**config.mk**
```make
export PLATFORM = sky130hd
export DESIGN_NAME = cal_position_tracker
export DESIGN_NICKNAME = d
export VERILOG_FILES = /design/src/rtl/cal_position_tracker.sv
export SDC_FILE = /design/constraint.sdc
export NUM_CORES = 1
export LEC_CHECK = 0
export BUFFER_PORTS_ARGS = -buffer_cell sky130_fd_sc_hd__buf_2
export CAP_MARGIN = 20
export CORE_MARGIN = 10
export CORE_UTILIZATION = 50
export CTS_BUF_LIST = sky130_fd_sc_hd__clkbuf_4 sky130_fd_sc_hd__clkbuf_8 sky130_fd_sc_hd__clkbuf_16
export CTS_CLUSTER_DIAMETER = 50
export CTS_CLUSTER_SIZE = 28
export DETAILED_ROUTE_END_ITERATION = 12
export GPL_ROUTABILITY_DRIVEN = 0
export MAX_ROUTING_LAYER = met4
export PLACE_DENSITY = 0.75
export SETUP_SLACK_MARGIN = 0.05
export SYNTH_ARGS = -nofsm -noshare
export SYNTH_HDL_FRONTEND = slang
export SYNTH_SLANG_ARGS = --single-unit
```
**constraint.sdc**
```tcl
create_clock -name clk -period 2.4 [get_ports clk]
set_input_delay 0.36 -clock clk [delete_from_list [all_inputs] [get_ports clk]]
set_output_delay 0.36 -clock clk [all_outputs]
set_load 0.01 [all_outputs]
```
**src/rtl/cal_position_tracker.sv**
```systemverilog
// Multi-channel DC-comp / PGA-gain position tracker: lowest-set-bit encode,
// per-channel debounce, commit on change and single-entry valid/ready update.
module cal_position_tracker #(
    parameter int DC_W       = 7,
    parameter int PGA_W      = 4,
    parameter int NUM_CH     = 2,
    parameter int STABLE_CNT = 4,
    localparam int DC_PW     = (DC_W > 1) ? $clog2(DC_W) : 1,
    localparam int PGA_PW    = (PGA_W > 1) ? $clog2(PGA_W) : 1,
    localparam int CH_W      = (NUM_CH > 1) ? $clog2(NUM_CH) : 1
) (
    input  logic                     clk,
    input  logic                     rst_n,
    input  logic                     clear,
    input  logic                     smp_valid,
    output logic                     smp_ready,
    input  logic [CH_W-1:0]          smp_ch,
    input  logic [DC_W-1:0]          dc_comp,
    input  logic [PGA_W-1:0]         pga_gain,
    output logic                     upd_valid,
    input  logic                     out_ready,
    output logic [CH_W-1:0]          upd_ch,
    output logic [DC_PW-1:0]         upd_dc_pos,
    output logic [PGA_PW-1:0]        upd_pga_pos,
    output logic [NUM_CH*DC_PW-1:0]  dc_pos_all,
    output logic [NUM_CH*PGA_PW-1:0] pga_pos_all,
    output logic [NUM_CH-1:0]        pos_vld,
    output logic [NUM_CH-1:0]        err_zero,
    output logic                     err_ch
);

    localparam logic [CH_W:0] NUM_CH_L = (CH_W + 1)'(NUM_CH);
    localparam logic [3:0]    STABLE_L = 4'(STABLE_CNT);

    function automatic logic [DC_PW-1:0] lsb_dc(input logic [DC_W-1:0] w);
        lsb_dc = '0;
        for (int i = DC_W - 1; i >= 0; i--)
            if (w[i]) lsb_dc = DC_PW'(i);
    endfunction

    function automatic logic [PGA_PW-1:0] lsb_pga(input logic [PGA_W-1:0] w);
        lsb_pga = '0;
        for (int i = PGA_W - 1; i >= 0; i--)
            if (w[i]) lsb_pga = PGA_PW'(i);
    endfunction

    logic [DC_PW-1:0]  cand_dc  [NUM_CH];
    logic [PGA_PW-1:0] cand_pga [NUM_CH];
    logic [DC_PW-1:0]  com_dc   [NUM_CH];
    logic [PGA_PW-1:0] com_pga  [NUM_CH];
    logic [3:0]        cnt      [NUM_CH];
    logic [NUM_CH-1:0] cand_vld;

    logic              accept;
    logic              ch_ok;
    logic              word_zero;
    logic              same;
    logic              commit;
    logic [3:0]        cnt_nxt;
    logic [DC_PW-1:0]  enc_dc;
    logic [PGA_PW-1:0] enc_pga;

    assign smp_ready = !upd_valid | out_ready;

    always_comb begin
        accept    = smp_valid & smp_ready;
        ch_ok     = ({1'b0, smp_ch} < NUM_CH_L);
        enc_dc    = lsb_dc(dc_comp);
        enc_pga   = lsb_pga(pga_gain);
        word_zero = (dc_comp == '0) || (pga_gain == '0);
        same      = 1'b0;
        cnt_nxt   = 4'd1;
        commit    = 1'b0;
        if (ch_ok) begin
            same = cand_vld[smp_ch] && (cand_dc[smp_ch] == enc_dc) &&
                   (cand_pga[smp_ch] == enc_pga);
            if (same)
                cnt_nxt = (cnt[smp_ch] < STABLE_L) ? cnt[smp_ch] + 4'd1 : cnt[smp_ch];
            // commit only on the cycle the count reaches the threshold, not while saturated
            commit = accept && !word_zero && (cnt_nxt == STABLE_L) &&
                     !(same && (cnt[smp_ch] == STABLE_L)) &&
                     (!pos_vld[smp_ch] || (com_dc[smp_ch] != enc_dc) ||
                      (com_pga[smp_ch] != enc_pga));
        end
    end

    always_ff @(posedge clk or negedge rst_n) begin
        if (!rst_n) begin
            for (int i = 0; i < NUM_CH; i++) begin
                cand_dc[i]  <= '0;
                cand_pga[i] <= '0;
                com_dc[i]   <= '0;
                com_pga[i]  <= '0;
                cnt[i]      <= '0;
            end
            cand_vld    <= '0;
            pos_vld     <= '0;
            err_zero    <= '0;
            err_ch      <= 1'b0;
            upd_valid   <= 1'b0;
            upd_ch      <= '0;
            upd_dc_pos  <= '0;
            upd_pga_pos <= '0;
        end else if (clear) begin
            for (int i = 0; i < NUM_CH; i++) begin
                cand_dc[i]  <= '0;
                cand_pga[i] <= '0;
                com_dc[i]   <= '0;
                com_pga[i]  <= '0;
                cnt[i]      <= '0;
            end
            cand_vld    <= '0;
            pos_vld     <= '0;
            err_zero    <= '0;
            err_ch      <= 1'b0;
            upd_valid   <= 1'b0;
            upd_ch      <= '0;
            upd_dc_pos  <= '0;
            upd_pga_pos <= '0;
        end else begin
            if (accept) begin
                if (!ch_ok) begin
                    err_ch <= 1'b1;
                end else if (word_zero) begin
                    err_zero[smp_ch] <= 1'b1;
                    cand_vld[smp_ch] <= 1'b0;
                    cnt[smp_ch]      <= '0;
                end else begin
                    cand_dc[smp_ch]  <= enc_dc;
                    cand_pga[smp_ch] <= enc_pga;
                    cand_vld[smp_ch] <= 1'b1;
                    cnt[smp_ch]      <= cnt_nxt;
                    if (commit) begin
                        com_dc[smp_ch]  <= enc_dc;
                        com_pga[smp_ch] <= enc_pga;
                        pos_vld[smp_ch] <= 1'b1;
                    end
                end
            end
            if (commit) begin
                upd_valid   <= 1'b1;
                upd_ch      <= smp_ch;
                upd_dc_pos  <= enc_dc;
                upd_pga_pos <= enc_pga;
            end else if (upd_valid && out_ready) begin
                upd_valid <= 1'b0;
            end
        end
    end

    always_comb begin
        dc_pos_all  = '0;
        pga_pos_all = '0;
        for (int i = 0; i < NUM_CH; i++) begin
            dc_pos_all[i*DC_PW +: DC_PW]    = com_dc[i];
            pga_pos_all[i*PGA_PW +: PGA_PW] = com_pga[i];
        end
    end

endmodule
```
==> out/summary.txt <==
Violated checks: setup timing
Post-synthesis cell count: 236
I/O Buffers: 38
Slew Viols, Final: 0
Syn avg cell area: 9.95 um^2
Dpl ws: -260 ps
Synth area leader: dfrtp_1
Min-delay worst type: primary input to async pin
Gr ovfl total: 0
Pwr Total: 1.48 mW
Pre-antenna DRT Iters: 4
Relative slew slack: 40.4%
Num CTS Buffers: 5
Routed vias: 1,878
Clock skew: 5.39 ps
Clock power frac: 39.7%
Hold Vio Cnt, Final: 0
Worst VDD drop: 0.339 mV
Top post-synthesis cells by area: dfrtp_1 (44%), mux2i_1 (14%), nand2b_1 (4.8%), nor2_1 (4.5%), a21oi_1 (4.3%)
Most frequent cells after synthesis: dfrtp_1 (41), mux2i_1 (34), nor2_1 (28)
Die width: 88.5 um
Initial Util: 52.8%
Logic pwr share: 12.7%
CP Cell Sequence: mux2i_2 > ha_2 > mux2i_1 > mux2i_1 > or4_4 > a2111oi_4 > buf_12 > mux2i_1 > nor2_1
WP data required: 2550 ps
Initial antenna violation count: 0
DR top layer: met4
CP dominant cell by count: mux2i_1
Status: complete, but fails checks
Largest net degree at the start of global routing: 42
Ys flop type: dfrtp_1
Critical path fanouts, max: 11
Clk buf depth: 2
Post-route cell area: 0.00284 mm^2
Leakage: 1.45 nW
Detailed Place HPWL: 4050 um
Placed inst area: 0.00271 mm^2
Worst setup margin: -84.3 ps
Sw frac: 23.9%
Post-Route WL: 5480 um
Vias in the first global route: 1,947
Remaining DRCs: 0
Post-synth net total: 255
CP delay by family, top: multiplexers
First-pass GRT wire length: 9180 um
Wl on met1: 2440 um
R2R Setup Slk: -80 ps
Setup-failing EPs final: 17
H-tree depth: 2
Ys async rst share: 100%
Clock Latency Late Sink: 290 ps
CTS tree: built
Die span in y: 88.5 um
Reg2Reg Depth: 9
Unrepaired setup endpoints after global routing: true
Type of origin of the critical path: register
Reg2reg start: cnt[5]
Sw power: 354 uW
Top cell type's share of synthesized area: 43.7%
Max Cap Violations: 0
Tcrit/Tclk final: 104%
Synthesis Warnings: 0
Post-CTS Hold Buffers: 0
Synthesized flop and latch total: 41
Post-synthesis sequential area ratio: 43.7%
Critical path arrival: 2640 ps
Row count: 24
EDFF count, synth: 0
Gr usage total: 15.0%
Slowest cell delay on critical path: 510 ps
Fin crit period: 2480 ps
Area growth from synthesis to layout: 21.2%
Worst setup EP type: register
PD cells: 521 mW/mm^2
Core ar.: 0.00444 mm^2
ANT cells: 0
Die area: 0.00783 mm^2
Routed length per instance: 16.0 um
Share of cells above drive strength 1: 28.6%
Worst-margin pin slew: 894 ps
Detail Route met3 WL: 200 um
Most numerous cell in the Yosys netlist: dfrtp_1
Routed vias/inst: 5.49
Int Power: 1.13 mW
Critical-path top delay cell: or4_4
Crit Path Class: register to register
RR Endpoint: upd_dc_pos[1]
Clk slew on worst S/H paths: 80 ps
Maximum operating frequency: 403 MHz
Detailed Route Iter0 Violations: 103
Antenna-violating nets left: 0
Met2 wire length: 2810 um
Reg power frac: 47.6%
Clock Sinks: 41
Mapped cell area: 0.00235 mm^2
Synth cell types: 43
I/O Pins: 40
CTS Root Cell: clkbuf_8
Nets: 308
CP bufs+invs: 1
==> area by class of cell <==
type / instances / area [um^2]
inverter: 7 / 26.3
fill: 379 / 1600
clock inverter: 1 / 30.0
multi-input combinational: 175 / 1250
tap: 52 / 65.1
timing repair buffer: 59 / 360
sequential: 41 / 1030
clock buffer: 7 / 90.1
==> sequential cells by signal, summed over array words and instances (netlist names) <==
signal / count
cand_dc: 6
upd_pga_pos: 2
upd_dc_pos: 3
cand_vld: 2
pos_vld: 2
pga_pos_all: 4
upd_ch: 1
dc_pos_all: 6
cand_pga: 4
cnt: 8
err_zero: 2
upd_valid: 1
==> layer usage <==
| layer | GRT usage, % | up-vias |
|---|---|---|
| met5 | - | - |
| met4 | 2.35 | 0 |
| met3 | 3.58 | 5 |
| met2 | 25.3 | 40 |
| met1 | 18.1 | 918 |
| li1 | - | 915 |
==> cells in the final DEF, fill, tap and decap left out, drive strengths merged <==
cell type  count
buf           59
dfrtp         41
mux2i         34
nor2          29
a21oi         20
nand2b        18
nand2         14
xor2           8
clkbuf         7
inv            7
o21ai          5
xnor2          4
nand3          4
nand3b         4
nor3b          4
nor3           4
o32ai          2
nor2b          2
nand4          2
o31ai          2
a22oi          2
nor4           2
ha             2
o31a           1
a22o           1
or2            1
a221oi         1
and3b          1
a2111o         1
a211oi         1
a211o          1
or4            1
a2111oi        1
and3           1
or2b           1
conb           1
bufinv         1
==> timing repair <==
action / in CTS / in global routing
gates resized for setup: 0 / 1
endpoints found under the setup margin: 18 / 19
pin swaps: 0 / 0
hold endpoints to repair: 0 / 0
setup buffers: 0 / 1
==> through the flow <==
stage | utilization [%] | cells | setup TNS (ps) | hold slack, ps
after floorplan | - | 236 | -6880 | 64.4
after global placement | 61.0 | 333 | -3520 | 470
after detailed placement | 61.0 | 333 | -4250 | 481
after CTS | 63.7 | 341 | -1340 | 222
after global routing | 64.0 | 342 | -3600 | 255
final | 64.0 | 342 | -1130 | 194
==> worst reg2reg max path, cell delays in order, from the launching register on <==
cell	delay, ps
dfrtp_1	400
mux2i_2	180
ha_2	310
mux2i_1	130
mux2i_1	120
or4_4	510
a2111oi_4	260
buf_12	200
mux2i_1	190
nor2_1	50
==> worst max-delay path by stage <==
stage	start	end	depth (start not counted)
6_report	cnt[5]	upd_dc_pos[1]	9
3_5_place_dp	smp_ch	upd_dc_pos[1]	10
4_1_cts	cnt[0]	upd_dc_pos[1]	9
5_1_grt	cnt[5]	upd_dc_pos[2]	9
2_1_floorplan	smp_ch	upd_dc_pos[0]	13
3_3_place_gp	smp_ch	upd_dc_pos[2]	11
==> power by group through the flow <==
stage	sequential, mW	clock, mW	combinational [mW]
after global placement	0.718	0	0.185
after floorplan	0.718	0	0.117
after detailed placement	0.718	0	0.187
final	0.705	0.588	0.188
after global routing	0.706	0.628	0.207
after CTS	0.705	0.595	0.188
==> cells by family after synthesis <==
kind of cell             synth area share (%)
XOR/XNOR                                 4.48
buffers and inverters                    4.32
multiplexers                             14.5
AO/OA/AOI/OAI                            11.2
flip-flops                               43.7
adder cells (fa/ha/maj)                  1.07
AND/OR/NAND/NOR                          20.5
other                                   0.160
(Power assumes the default switching activity.)
